File: src/rtl/gpu_raster_pkg.sv
// Shared types and constants for the raster pipeline: coordinate width,
// default screen size, bounding-box scanner state encoding and vertex bundle.
package gpu_raster_pkg;

  localparam int COORD_W      = 16;
  localparam int DEF_SCREEN_W = 640;
  localparam int DEF_SCREEN_H = 480;

  typedef logic [COORD_W-1:0] coord_t;

  typedef enum logic [1:0] {
    ST_IDLE  = 2'd0,
    ST_SETUP = 2'd1,
    ST_SCAN  = 2'd2,
    ST_DONE  = 2'd3
  } scan_state_e;

  typedef struct packed {
    coord_t v1_x;
    coord_t v1_y;
    coord_t v2_x;
    coord_t v2_y;
    coord_t v3_x;
    coord_t v3_y;
  } tri_verts_t;

endpackage

File: src/rtl/min3_max3.sv
// Combinational minimum and maximum of three unsigned coordinates.
module min3_max3
  import gpu_raster_pkg::*;
(
  input  coord_t a,
  input  coord_t b,
  input  coord_t c,
  output coord_t min_o,
  output coord_t max_o
);

  coord_t ab_min;
  coord_t ab_max;

  assign ab_min = (a < b) ? a : b;
  assign ab_max = (a > b) ? a : b;
  assign min_o  = (ab_min < c) ? ab_min : c;
  assign max_o  = (ab_max > c) ? ab_max : c;

endmodule

File: src/rtl/bbox_scanner.sv
// Latches a triangle, computes its screen-clamped bounding box and streams
// every pixel of the box in raster order under a valid/ready handshake.
module bbox_scanner
  import gpu_raster_pkg::*;
#(
  parameter int SCREEN_W = DEF_SCREEN_W,
  parameter int SCREEN_H = DEF_SCREEN_H
) (
  input  logic               clk,
  input  logic               rst,
  input  logic               tri_nd,
  output logic               tri_rfd,
  input  logic [COORD_W-1:0] v1_x,
  input  logic [COORD_W-1:0] v1_y,
  input  logic [COORD_W-1:0] v2_x,
  input  logic [COORD_W-1:0] v2_y,
  input  logic [COORD_W-1:0] v3_x,
  input  logic [COORD_W-1:0] v3_y,
  output logic [COORD_W-1:0] o_v1_x,
  output logic [COORD_W-1:0] o_v1_y,
  output logic [COORD_W-1:0] o_v2_x,
  output logic [COORD_W-1:0] o_v2_y,
  output logic [COORD_W-1:0] o_v3_x,
  output logic [COORD_W-1:0] o_v3_y,
  output logic               nd,
  output logic [COORD_W-1:0] p_x,
  output logic [COORD_W-1:0] p_y,
  input  logic               ds_rfd,
  output logic               tri_done
);

  localparam coord_t X_LIMIT = coord_t'(SCREEN_W - 1);
  localparam coord_t Y_LIMIT = coord_t'(SCREEN_H - 1);

  scan_state_e state_q, state_d;
  tri_verts_t  verts_q, verts_d;
  coord_t      xmin_q, xmin_d, xmax_q, xmax_d;
  coord_t      ymin_q, ymin_d, ymax_q, ymax_d;
  coord_t      px_q, px_d, py_q, py_d;
  logic        nd_q, nd_d;
  logic        done_q, done_d;
  logic        rfd_q, rfd_d;

  coord_t xmin_c, xmax_c, ymin_c, ymax_c;
  coord_t xmax_cl, ymax_cl;
  logic   box_empty;

  min3_max3 u_x_range (
    .a     (verts_q.v1_x),
    .b     (verts_q.v2_x),
    .c     (verts_q.v3_x),
    .min_o (xmin_c),
    .max_o (xmax_c)
  );

  min3_max3 u_y_range (
    .a     (verts_q.v1_y),
    .b     (verts_q.v2_y),
    .c     (verts_q.v3_y),
    .min_o (ymin_c),
    .max_o (ymax_c)
  );

  // Only the max edge is clamped; a fully off-screen box then shows up as min > max.
  assign xmax_cl   = (xmax_c > X_LIMIT) ? X_LIMIT : xmax_c;
  assign ymax_cl   = (ymax_c > Y_LIMIT) ? Y_LIMIT : ymax_c;
  assign box_empty = (xmin_c > xmax_cl) || (ymin_c > ymax_cl);

  always_comb begin
    state_d = state_q;
    verts_d = verts_q;
    xmin_d  = xmin_q;
    xmax_d  = xmax_q;
    ymin_d  = ymin_q;
    ymax_d  = ymax_q;
    px_d    = px_q;
    py_d    = py_q;
    nd_d    = nd_q;
    done_d  = 1'b0;
    rfd_d   = rfd_q;

    unique case (state_q)
      ST_IDLE: begin
        if (tri_nd && rfd_q) begin
          verts_d = '{v1_x, v1_y, v2_x, v2_y, v3_x, v3_y};
          rfd_d   = 1'b0;
          state_d = ST_SETUP;
        end
      end
      ST_SETUP: begin
        xmin_d = xmin_c;
        xmax_d = xmax_cl;
        ymin_d = ymin_c;
        ymax_d = ymax_cl;
        if (box_empty) begin
          done_d  = 1'b1;
          state_d = ST_DONE;
        end else begin
          px_d    = xmin_c;
          py_d    = ymin_c;
          nd_d    = 1'b1;
          state_d = ST_SCAN;
        end
      end
      ST_SCAN: begin
        if (nd_q && ds_rfd) begin
          if (px_q != xmax_q) begin
            px_d = px_q + 16'd1;
          end else if (py_q != ymax_q) begin
            px_d = xmin_q;
            py_d = py_q + 16'd1;
          end else begin
            nd_d    = 1'b0;
            done_d  = 1'b1;
            state_d = ST_DONE;
          end
        end
      end
      ST_DONE: begin
        rfd_d   = 1'b1;
        state_d = ST_IDLE;
      end
      default: begin
        rfd_d   = 1'b1;
        nd_d    = 1'b0;
        state_d = ST_IDLE;
      end
    endcase
  end

  always_ff @(posedge clk or negedge rst) begin
    if (!rst) begin
      state_q <= ST_IDLE;
      verts_q <= '0;
      xmin_q  <= '0;
      xmax_q  <= '0;
      ymin_q  <= '0;
      ymax_q  <= '0;
      px_q    <= '0;
      py_q    <= '0;
      nd_q    <= 1'b0;
      done_q  <= 1'b0;
      rfd_q   <= 1'b1;
    end else begin
      state_q <= state_d;
      verts_q <= verts_d;
      xmin_q  <= xmin_d;
      xmax_q  <= xmax_d;
      ymin_q  <= ymin_d;
      ymax_q  <= ymax_d;
      px_q    <= px_d;
      py_q    <= py_d;
      nd_q    <= nd_d;
      done_q  <= done_d;
      rfd_q   <= rfd_d;
    end
  end

  assign tri_rfd  = rfd_q;
  assign nd       = nd_q;
  assign p_x      = px_q;
  assign p_y      = py_q;
  assign tri_done = done_q;
  assign o_v1_x   = verts_q.v1_x;
  assign o_v1_y   = verts_q.v1_y;
  assign o_v2_x   = verts_q.v2_x;
  assign o_v2_y   = verts_q.v2_y;
  assign o_v3_x   = verts_q.v3_x;
  assign o_v3_y   = verts_q.v3_y;

endmodule

File: config.mk
export PLATFORM = sky130hd
export DESIGN_NAME = bbox_scanner
export DESIGN_NICKNAME = d
export VERILOG_FILES = /design/src/rtl/gpu_raster_pkg.sv /design/src/rtl/min3_max3.sv /design/src/rtl/bbox_scanner.sv
export SDC_FILE = /design/constraint.sdc
export NUM_CORES = 1
export LEC_CHECK = 0
export ABC_AREA = 1
export CAP_MARGIN = 10
export CORE_MARGIN = 2
export CORE_UTILIZATION = 49
export CTS_CLUSTER_SIZE = 28
export DETAILED_ROUTE_END_ITERATION = 10
export MAX_ROUTING_LAYER = met4
export PLACE_DENSITY = 0.84
export RECOVER_POWER = 25
export SETUP_SLACK_MARGIN = 0.5
export SYNTH_ARGS = -nofsm -noshare
export SYNTH_HDL_FRONTEND = slang
export SYNTH_SLANG_ARGS = --single-unit
export TNS_END_PERCENT = 1
File: constraint.sdc
create_clock -name clk -period 4.7 [get_ports clk]
set_input_delay 0.705 -clock clk [delete_from_list [all_inputs] [get_ports clk]]
set_output_delay 0.705 -clock clk [all_outputs]
set_load 0.03 [all_outputs]
==> flow_summary.ini <==
[status]
status = complete, but fails checks
failed_checks = design-rule violations, max-capacitance violations, max-slew violations, negative setup slack

[worst_setup_path]
r2r-start = o_v2_x[10]
setup.worst_path.start = o_v2_x[10]
arrival_ns = 5.93
slowest_stage = dfrtp_2
max_stage_delay_ns = 0.37
crit_fanout = 9
critical_path.top_delay_family = simple AND/OR/NAND/NOR gates
worstSetupEndpointType = register
path_class = reg -> reg
worst_path_most_repeated_cell = nand2_1
startpoint_type = register
worst-endpoint-required_ns = 5.05
critPathBufInv = 9

[final_layout]
fill_cells = 1943
drive_gt1_share_pct = 19.9
design_area_um2 = 18700
final_nets = 2526
area_growth_pct = 42.7
multi_input_area_um2 = 7770
post-route-util_pct = 71.5
ff_latch_area_um2 = 4560
antennaDiodeCount = 0

[die]
die_w_um = 168
start_util_pct = 50.1
ios = 231
core_area_um2 = 26200
die_y_um = 168
rows = 59
dieArea_um2 = 28100

[hold_path]
min_path_type = reg -> reg
hold_start = xmin_q[10]

[clock_tree]
cts_buffers = 17
clk_pin_slew_ns = 0.07
clk_latency_ns = 0.44
cts_root_buf = clkbuf_16
cts-htree-levels = 4
cts_tree = built
clk_path_buf_depth = 2
clkSinkCount = 181

[timing]
fin_ws_ns = -0.872
rsz0062_at_grt = yes
tightest_slew_ns = 2.33
setup_viol = 35
drv_slew = 184
clock.fmax_ghz = 0.179
final.setup_skew_ns = 0.0162
final_hold_viol_count = 0
slew_headroom_pct = -55.4
post-route-period-util_pct = 119
finalCriticalPeriod_ns = 5.57

[logic_synthesis]
synthTopCellsByArea = dfrtp_1 (34%), nand2_1 (15%), ha_1 (13%), o21ai_0 (7.5%), inv_1 (6.8%)
yosysWarnings = 0
netlist.top_cell.by_area = dfrtp_1
synth_cells = 1827
synth-edff-count = 0
synthTopCellsByCount = nand2_1 (522), inv_1 (237), o21ai_0 (196)
yosysSeqAreaShare_pct = 34.5
synth.most_common_cell = nand2_1
ys_ff_latch = 181
async_flop_share_pct = 100
synth_top_area_share_pct = 34.3
syn_area_per_cell_um2 = 7.19
syn_area_um2 = 13100
ys.flop_type = dfrtp_1
synth.distinct_cells = 54

[placement]
io_buffers = 230
placed_cell_area_um2 = 17600
globalplace.congestion = 0.948
hpwl_mm = 32.9

[detailed_routing]
drtPass1Iterations = 11
vias = 14320
drt_iter0_markers = 1365
routed_wl_mm = 44.1
antenna_left = 0
drc_errors = 1
vias_per_cell = 5.42
post_drt_wl_per_cell_um = 16.7

[grt]
grt_pass1_vias = 13832
overflow = 0
grt_max_degree = 193
grt_pass1_wl_mm = 69.3
grtUsageTotal_pct = 31.5
antenna_found_initial = 0

[run]
cap_violations = 2
## worst reg2reg max path: cells and delay by family (launching register included)
family | cells | cell delay (ns)
compound gates | 7 | 0.99
fa+ha+maj | 3 | 0.79
buf+inv | 9 | 1.17
flops | 1 | 0.37
simple gates | 18 | 2.18
## final cells by class
class / count / area share, %
multi-input cells: 1341 / 41.5
flip-flops and latches: 181 / 24.3
repair buffers: 505 / 23.9
inverters: 246 / 4.94
clock buffers: 20 / 2.44
well taps: 335 / 2.24
clock inverters: 12 / 0.634
repair inverters: 1 / 0.0400
## layout by cell type, fill, tap and decap left out, types with 3 or more instances in the layout
master           Yosys  layout
a211oi_1             5       4
a21o_1               3       3
a21oi_1             98      76
a21oi_2              1      22
buf_12               0       4
buf_4                1     258
buf_6                9       8
clkbuf_16            0      20
clkdlybuf4s50_1      0     229
clkinvlp_4           0       3
conb_1               1      13
dfrtp_1            180     159
dfrtp_2              0      21
ha_1               133     128
ha_4                 0       5
inv_1              237     233
inv_2                8      11
inv_6                0       4
nand2_1            522     512
nand2_2              5      13
nand2_4              6       7
nand3_1            102      97
nand3_2              9      10
nand3_4              0       4
nand4_1             27      27
nor2_1              85      77
nor2_2               2      11
nor3_1              12       9
nor3_2               3       5
nor4_1               3       3
o21a_1               5       5
o21ai_0            196     184
o21ai_1             37      32
o21ai_2              2      18
or2_1                3       3
or2_2                5       5
xnor2_1             18      18
xor2_1              22      22
## flip-flops by register name, summed over array words and instances, names as in the netlist
signal,cells
nd,1
o_v1_x,16
o_v1_y,16
o_v2_x,16
o_v2_y,16
o_v3_x,16
o_v3_y,16
p_x,16
p_y,16
state_q,2
tri_done,1
tri_rfd,1
xmax_q,16
xmin_q,16
ymax_q,16
## cells by family after synthesis
group | Yosys count | share of synthesized area, %
DFF | 181 | 34.5
other | 1 | 0.0285
AOI/OAI and AO/OA | 360 | 14.4
xor gates and xnor gates | 40 | 2.67
and+or+nand+nor | 794 | 26.0
buffers and inverters | 318 | 9.75
adders and majority gates | 133 | 12.7
## per-layer routing
layer	GRT usage [%]	wire [um]	up-vias	share of wire, %
met5	-	0	-	0
met3	4.07	3160	100	7.2
met1	42.0	19200	6675	44
li1	-	-	6868	-
met4	9.34	932	0	2.1
met2	50.5	20800	677	47
## worst paths after layout
| path | end | slack [ns] | cells past startpoint |
|---|---|---|---|
| max | p_x[11] | -0.87 | 37 |
| min | xmin_q[10] | 0.49 | 2 |
| max reg2reg | p_x[11] | -0.87 | 37 |
| min reg2reg | xmin_q[10] | 0.49 | 2 |
| max in group asynchronous | o_v2_x[6] | 0.58 | 2 |
| min in group asynchronous | o_v2_y[2] | 0.89 | 1 |
## timing repair
item / 4_1_cts / 5_1_grt
hold buffers: 0 / 0
cloned: 0 / 7
hold endpoints to repair: 0 / 0
setup endpoints to repair: 35 / 51
pin swaps: 2 / 28
gates resized for setup: 13 / 96
setup buffers: 0 / 5
## metrics by stage
step | hold WS [ns] | instances | setup TNS (ns) | setup WS (ns)
floorplan | 0.409 | 1839 | -11.75 | -0.374
global placement | 0.463 | 2597 | -20.56 | -0.650
detailed placement | 0.470 | 2597 | -25.32 | -0.813
CTS | 0.343 | 2629 | -20.16 | -0.665
global route | 0.526 | 2641 | -38.90 | -1.11
finish | 0.487 | 2641 | -27.66 | -0.872
Power is not shown: default switching activity piles up to over one toggle a cycle in this logic, so the estimate is an artifact.
